### src/rtl/uart_rx_sampler.sv
// -----------------------------------------------------------------------------
// uart_rx_sampler
//
// This block is the UART receive front end. It turns the asynchronous serial
// line into one byte plus a one-cycle strobe. The frame is 8N1, LSB first.
// Each bit is decided by a 2-of-3 majority vote taken around the bit centre.
// A start bit that votes high is treated as a false start and dropped.
// A stop bit that votes low raises a framing error. The receiver then waits
// in BREAK until the line has been high for H cycles in a row.
//
// Optional feature (macro UART_RX_PARITY_EN): the frame becomes 8E1. A PARITY
// state is added and an extra parity_err strobe port appears. When the parity
// is wrong but the stop bit is good, parity_err pulses in place of d_avail.
//
// Ports:
//   clock      in   system clock, rising edge
//   reset_n    in   asynchronous active-low reset
//   in         in   serial RX line (asynchronous, idles high)
//   out        out  [7:0] last correctly framed byte, held between strobes
//   d_avail    out  one-cycle strobe: out updated this cycle
//   frame_err  out  one-cycle strobe: stop bit sampled low
//   busy       out  high whenever the receiver is not IDLE
//   parity_err out  one-cycle strobe: parity mismatch (UART_RX_PARITY_EN only)
// -----------------------------------------------------------------------------
module uart_rx_sampler #(
  parameter int CLKS_PER_BIT = 868,
  parameter int SYNC_STAGES  = 2
) (
  input  logic       clock,
  input  logic       reset_n,
  input  logic       in,
  output logic [7:0] out,
  output logic       d_avail,
  output logic       frame_err,
  output logic       busy
`ifdef UART_RX_PARITY_EN
  ,
  output logic       parity_err
`endif
);

  localparam int CW = $clog2(CLKS_PER_BIT);
  localparam int H  = CLKS_PER_BIT / 2;

  localparam logic [CW-1:0] CNT_S0   = CW'(H - 1);
  localparam logic [CW-1:0] CNT_S1   = CW'(H);
  localparam logic [CW-1:0] CNT_DEC  = CW'(H + 1);
  localparam logic [CW-1:0] CNT_LAST = CW'(CLKS_PER_BIT - 1);
  localparam logic [CW-1:0] CNT_BRK  = CW'(H - 1);

  typedef enum logic [2:0] {
    S_IDLE,
    S_START,
    S_DATA,
`ifdef UART_RX_PARITY_EN
    S_PARITY,
`endif
    S_STOP,
    S_BREAK
  } state_t;

  state_t                 state_q, state_d;
  logic [SYNC_STAGES-1:0] sync_q;
  logic [CW-1:0]          cnt_q, cnt_d;
  logic [2:0]             bit_q, bit_d;
  logic [7:0]             shift_q, shift_d;
  logic [1:0]             samp_q, samp_d;
  logic [7:0]             out_d;
  logic                   avail_d, ferr_d;
  logic                   rx_s, maj, decide, bit_end;
`ifdef UART_RX_PARITY_EN
  logic                   par_bad_q, par_bad_d, perr_d;
`endif

  assign rx_s    = sync_q[SYNC_STAGES-1];
  assign busy    = (state_q != S_IDLE);
  assign decide  = (cnt_q == CNT_DEC);
  assign bit_end = (cnt_q == CNT_LAST);

  // The third vote is the live sample at H+1. The decision therefore lands in
  // the register on the cycle after that sample.
  assign maj = (samp_q[0] & samp_q[1]) | (samp_q[0] & rx_s) | (samp_q[1] & rx_s);

  // NOTE: every variable gets a default at the top of the combinational block.
  // Without defaults, any branch that skips an assignment infers a latch.
  always_comb begin
    state_d = state_q;
    cnt_d   = bit_end ? '0 : cnt_q + 1'b1;
    bit_d   = bit_q;
    shift_d = shift_q;
    samp_d  = samp_q;
    out_d   = out;
    avail_d = 1'b0;
    ferr_d  = 1'b0;
`ifdef UART_RX_PARITY_EN
    par_bad_d = par_bad_q;
    perr_d    = 1'b0;
`endif

    if (cnt_q == CNT_S0) samp_d[0] = rx_s;
    if (cnt_q == CNT_S1) samp_d[1] = rx_s;

    case (state_q)
      S_IDLE: begin
        cnt_d = '0;
        if (!rx_s) state_d = S_START;
      end
      S_START: begin
        if (decide && maj) begin
          state_d = S_IDLE;
        end else if (bit_end) begin
          state_d = S_DATA;
          bit_d   = 3'd0;
        end
      end
      S_DATA: begin
        if (decide) shift_d = {maj, shift_q[7:1]};
        if (bit_end) begin
          if (bit_q == 3'd7) begin
`ifdef UART_RX_PARITY_EN
            state_d = S_PARITY;
`else
            state_d = S_STOP;
`endif
          end else begin
            bit_d = bit_q + 3'd1;
          end
        end
      end
`ifdef UART_RX_PARITY_EN
      S_PARITY: begin
        if (decide) par_bad_d = maj ^ (^shift_q);
        if (bit_end) state_d = S_STOP;
      end
`endif
      S_STOP: begin
        if (decide) begin
          cnt_d = '0;
          if (maj) begin
            // Leave early so that a back-to-back start edge is not missed.
            state_d = S_IDLE;
`ifdef UART_RX_PARITY_EN
            if (par_bad_q) begin
              perr_d = 1'b1;
            end else begin
              out_d   = shift_q;
              avail_d = 1'b1;
            end
`else
            out_d   = shift_q;
            avail_d = 1'b1;
`endif
          end else begin
            ferr_d  = 1'b1;
            state_d = S_BREAK;
          end
        end
      end
      S_BREAK: begin
        // Here the counter measures a run of high samples. Any low resets it.
        if (!rx_s) begin
          cnt_d = '0;
        end else if (cnt_q == CNT_BRK) begin
          cnt_d   = '0;
          state_d = S_IDLE;
        end else begin
          cnt_d = cnt_q + 1'b1;
        end
      end
      default: state_d = S_IDLE;
    endcase
  end

  // NOTE: sequential state uses non-blocking assignments only. All registers
  // then update together on the edge, whatever order the statements are in.
  always_ff @(posedge clock or negedge reset_n) begin
    if (!reset_n) begin
      state_q   <= S_IDLE;
      sync_q    <= '1;
      cnt_q     <= '0;
      bit_q     <= '0;
      shift_q   <= '0;
      samp_q    <= '1;
      out       <= '0;
      d_avail   <= 1'b0;
      frame_err <= 1'b0;
`ifdef UART_RX_PARITY_EN
      par_bad_q  <= 1'b0;
      parity_err <= 1'b0;
`endif
    end else begin
      state_q   <= state_d;
      sync_q    <= {sync_q[SYNC_STAGES-2:0], in};
      cnt_q     <= cnt_d;
      bit_q     <= bit_d;
      shift_q   <= shift_d;
      samp_q    <= samp_d;
      out       <= out_d;
      d_avail   <= avail_d;
      frame_err <= ferr_d;
`ifdef UART_RX_PARITY_EN
      par_bad_q  <= par_bad_d;
      parity_err <= perr_d;
`endif
    end
  end

endmodule
### config.mk
export PLATFORM = sky130hd
export DESIGN_NAME = uart_rx_sampler
export DESIGN_NICKNAME = d
export VERILOG_FILES = /design/src/rtl/uart_rx_sampler.sv
export SDC_FILE = /design/constraint.sdc
export NUM_CORES = 1
export LEC_CHECK = 0
export BUFFER_PORTS_ARGS = -buffer_cell sky130_fd_sc_hd__buf_2
export CORE_ASPECT_RATIO = 2
export CORE_MARGIN = 2
export CORE_UTILIZATION = 50
export CTS_CLUSTER_SIZE = 10
export DETAILED_ROUTE_END_ITERATION = 12
export PLACE_DENSITY = 0.68
export RECOVER_POWER = 50
export SLEW_MARGIN = 20
export SYNTH_ARGS = -nofsm -noshare
export SYNTH_HDL_FRONTEND = slang
export SYNTH_SLANG_ARGS = --single-unit
### constraint.sdc
create_clock -name clock -period 2.7 [get_ports clock]
set_input_delay 0.54 -clock clock [delete_from_list [all_inputs] [get_ports clock]]
set_output_delay 0.54 -clock clock [all_outputs]
set_load 0.1 [all_outputs]
==> impl_metrics.env <==
export IMPL_fin_setup_tns_ps=0
export IMPL_synth_top_family_by_area="simple AND/OR/NAND/NOR gates"
export IMPL_yosys_area_share_simple_pct=18.5
export IMPL_syn_inst=154
export IMPL_clockBufferDepth=2
export IMPL_core_mm2=0.00353
export IMPL_n_antenna_cell=0
export IMPL_p_int_uw=778
export IMPL_clockRootBuffer="clkbuf_8"
export IMPL_r2r_worst_path_cells=5
export IMPL_io_pins=14
export IMPL_syn2layout_area_growth_pct=11.8
export IMPL_holdPathStages=1
export IMPL_worstPathCellList="ha_1 > or3b_4 > or4_4 > o21bai_4 > mux2_4"
export IMPL_critPathSlowestCell="or4_4"
export IMPL_critPathRequiredTime_ps=2880
export IMPL_num_vias=1146
export IMPL_antenna_left=0
export IMPL_violations="capacitance limit, slew limit"
export IMPL_clk_pin_slew_worst_paths_ps=70
export IMPL_die_h_um=89.2
export IMPL_ys_seq_elements=38
export IMPL_synthMuxAreaShare_pct=13.7
export IMPL_grt_max_degree=39
export IMPL_clock_power_share_pct=40.4
export IMPL_final_common_cell="dfrtp_1"
export IMPL_timing_final_crit_share_pct=83.1
export IMPL_portBuffers=13
export IMPL_placementRows=31
export IMPL_wl_per_cell_um=13.0
export IMPL_critical_path_class="reg2reg"
export IMPL_p_sw_uw=204
export IMPL_max_slew_margin_pct=-30.2
export IMPL_die_area_mm2=0.00416
export IMPL_synth_compound_area_share_pct=5.59
export IMPL_avgSynthCellArea_um2=11.8
export IMPL_drv_slew=39
export IMPL_first_global_vias=1122
export IMPL_grt_pass1_wl_um=5040
export IMPL_drive_above_1_share_pct=32.4
export IMPL_cts_tree="built"
export IMPL_synth_xor_xnor_area_share_pct=3.86
export IMPL_fmax_mhz=446
export IMPL_nNetsFinal=180
export IMPL_arrival_ps=2420
export IMPL_clock_latency_ps=290
export IMPL_finalCriticalPeriod_ps=2240
export IMPL_hold_buffers=0
export IMPL_cp_max_fo=6
export IMPL_first_pass_iters=4
export IMPL_fillers=293
export IMPL_die_w_um=46.6
export IMPL_leakagePower_uw=0.000975
export IMPL_swShare_pct=20.8
export IMPL_syn_nets=162
export IMPL_numClockSinks=38
export IMPL_finalHoldViolations=0
export IMPL_grt_ovfl_total=0
export IMPL_synth_cell_types=38
export IMPL_drc=0
export IMPL_antenna_found_initial=0
export IMPL_seq_area_frac_synth_pct=52.7
export IMPL_fin_area_mm2=0.00203
export IMPL_clock_skew_ps=3.47
export IMPL_worst_pin_slew_ps=1950
export IMPL_drt_initial_drc_count=29
export IMPL_crit_path_end_kind="register"
export IMPL_wl_um=2890
export IMPL_synth_fa_ha_area_share_pct=4.00
export IMPL_start_util_pct=51.4
export IMPL_h_tree_depth=2
export IMPL_setup_violations=0
export IMPL_maxCapViolations=1
export IMPL_cts_resized=0
export IMPL_cp_slowest_stage_delay_ps=550
export IMPL_cts_made_buffers=5
export IMPL_rsz0062_at_grt="no"
export IMPL_grt_usage_pct=17.0
export IMPL_status="complete, but fails checks"
export IMPL_ys_warn_count=0
export IMPL_crit_path_start_kind="register"
export IMPL_pwr_share_comb_pct=1.2
export IMPL_synth_area_mm2=0.00181
export IMPL_avgViaCountPerCell=5.16
export IMPL_dp_hpwl_um=2020
export IMPL_layout_common_cells="dfrtp_1, nor2_1, mux2_2"
export IMPL_vdd_ir_drop_max_uv=382
export IMPL_cts_setup_buffers=0
export IMPL_cellPowerDensity_mw_per_mm2=484
export IMPL_power_total_uw=982
export IMPL_min_path_type="in2reg"
export IMPL_seqPwrFrac_pct=58.4
export IMPL_postPlaceCellArea_mm2=0.00194
export IMPL_gp_congestion=0.806
==> power groups by stage <==
| stage | logic, µW | clock network (µW) | registers [µW] |
|---|---|---|---|
| after floorplan | 0.954 | 0 | 584 |
| after global placement | 13.3 | 0 | 584 |
| after detailed placement | 13.4 | 0 | 584 |
| after CTS | 13.4 | 414 | 573 |
| after global routing | 15.2 | 432 | 573 |
| final | 12.2 | 397 | 574 |
==> through the flow <==
step	setup WS [ps]	hold slack [ps]	cells	util [%]
final	456	345	222	57.5
after floorplan	545	244	154	-
after global placement	502	346	214	54.8
after global routing	324	331	222	57.5
after CTS	444	335	222	57.5
after detailed placement	457	347	214	54.8
==> registers in the layout, indices dropped and copies added, names as in the netlist <==
register	cells
shift_q	8
state_q	3
samp_q	2
out	8
d_avail	1
cnt_q	10
sync_q	2
bit_q	3
frame_err	1
==> cell families (layout without fill, tap and decap cells) <==
family                   after synthesis  in the layout
adder cells (fa/ha/maj)                6              6
multiplexers                          22             22
buffers and inverters                  8             27
flip-flops                            38             38
XOR/XNOR                               8              8
AND/OR/NAND/NOR                       61             61
AO/OA/AOI/OAI                         11             11
==> Yosys cell counts <==
cell type	instances	area, µm²
a21oi_1	3	15.0
xor2_1	3	26.3
or2_2	2	12.5
and2b_2	1	8.76
mux2_4	1	15.0
nand4_1	1	6.26
nor3_1	2	10.0
o21bai_4	1	18.8
nand3_1	7	35.0
inv_1	5	18.8
or4_4	1	11.3
nor2_1	19	71.3
and3_1	5	31.3
a221o_1	1	10.0
a32oi_2	1	16.3
nor3b_1	1	7.51
buf_2	1	5.00
dfstp_2	4	105
o32a_1	1	10.0
or3_1	2	12.5
a21o_2	1	8.76
o311ai_0	1	8.76
o21bai_1	1	7.51
and3b_1	1	8.76
nand2_1	10	37.5
or3b_2	3	26.3
or3b_4	1	11.3
mux2_2	18	203
and2_1	2	12.5
a31oi_1	1	6.26
mux2i_1	3	30.0
ha_1	5	62.6
maj3_1	1	10.0
dfrtp_1	34	851
xnor2_1	5	43.8
clkbuf_1	2	7.51
and3_2	1	7.51
and4bb_2	2	25.0
==> final cells by class <==
class | instances | area, µm² | share of cell area, %
clock buffers | 6 | 82.6 | 4.07
clock inverters | 2 | 12.5 | 0.617
inverters | 5 | 18.8 | 0.925
multi-input cells | 108 | 827 | 40.8
flip-flops and latches | 38 | 956 | 47.1
well taps | 49 | 61.3 | 3.02
repair buffers | 14 | 70.1 | 3.45
==> routing by layer <==
layer  global-route usage, %  vias up  routed length [µm]
li1                        -      576                   -
met1                    22.1      544                1300
met2                    25.0       17                1440
met3                    4.24        9                  76
met4                    10.4        0                  74
met5                       0        -                   0
==> final timing paths <==
path | start | endpoint | slack, ps
setup / recovery | cnt_q[0]$_DFF_PN0_ | bit_q[0]$_DFFE_PN0P_ | 460
hold / removal | in | sync_q[0]$_DFF_PN1_ | 350
setup reg to reg | cnt_q[0]$_DFF_PN0_ | bit_q[0]$_DFFE_PN0P_ | 460
hold reg to reg | sync_q[0]$_DFF_PN1_ | sync_q[1]$_DFF_PN1_ | 350
max in group asynchronous | reset_n | cnt_q[7]$_DFF_PN0_ | 790
min in group asynchronous | reset_n | bit_q[1]$_DFFE_PN0P_ | 800
==> critical path, delay by kind of cell, from the launching register on <==
kind            cells  cell delay [ps]
mux                 1              300
simple gates        2              960
compound gates      1              210
fa+ha+maj           1              230
flops               1              430
Power figures use the tool's default switching activity.
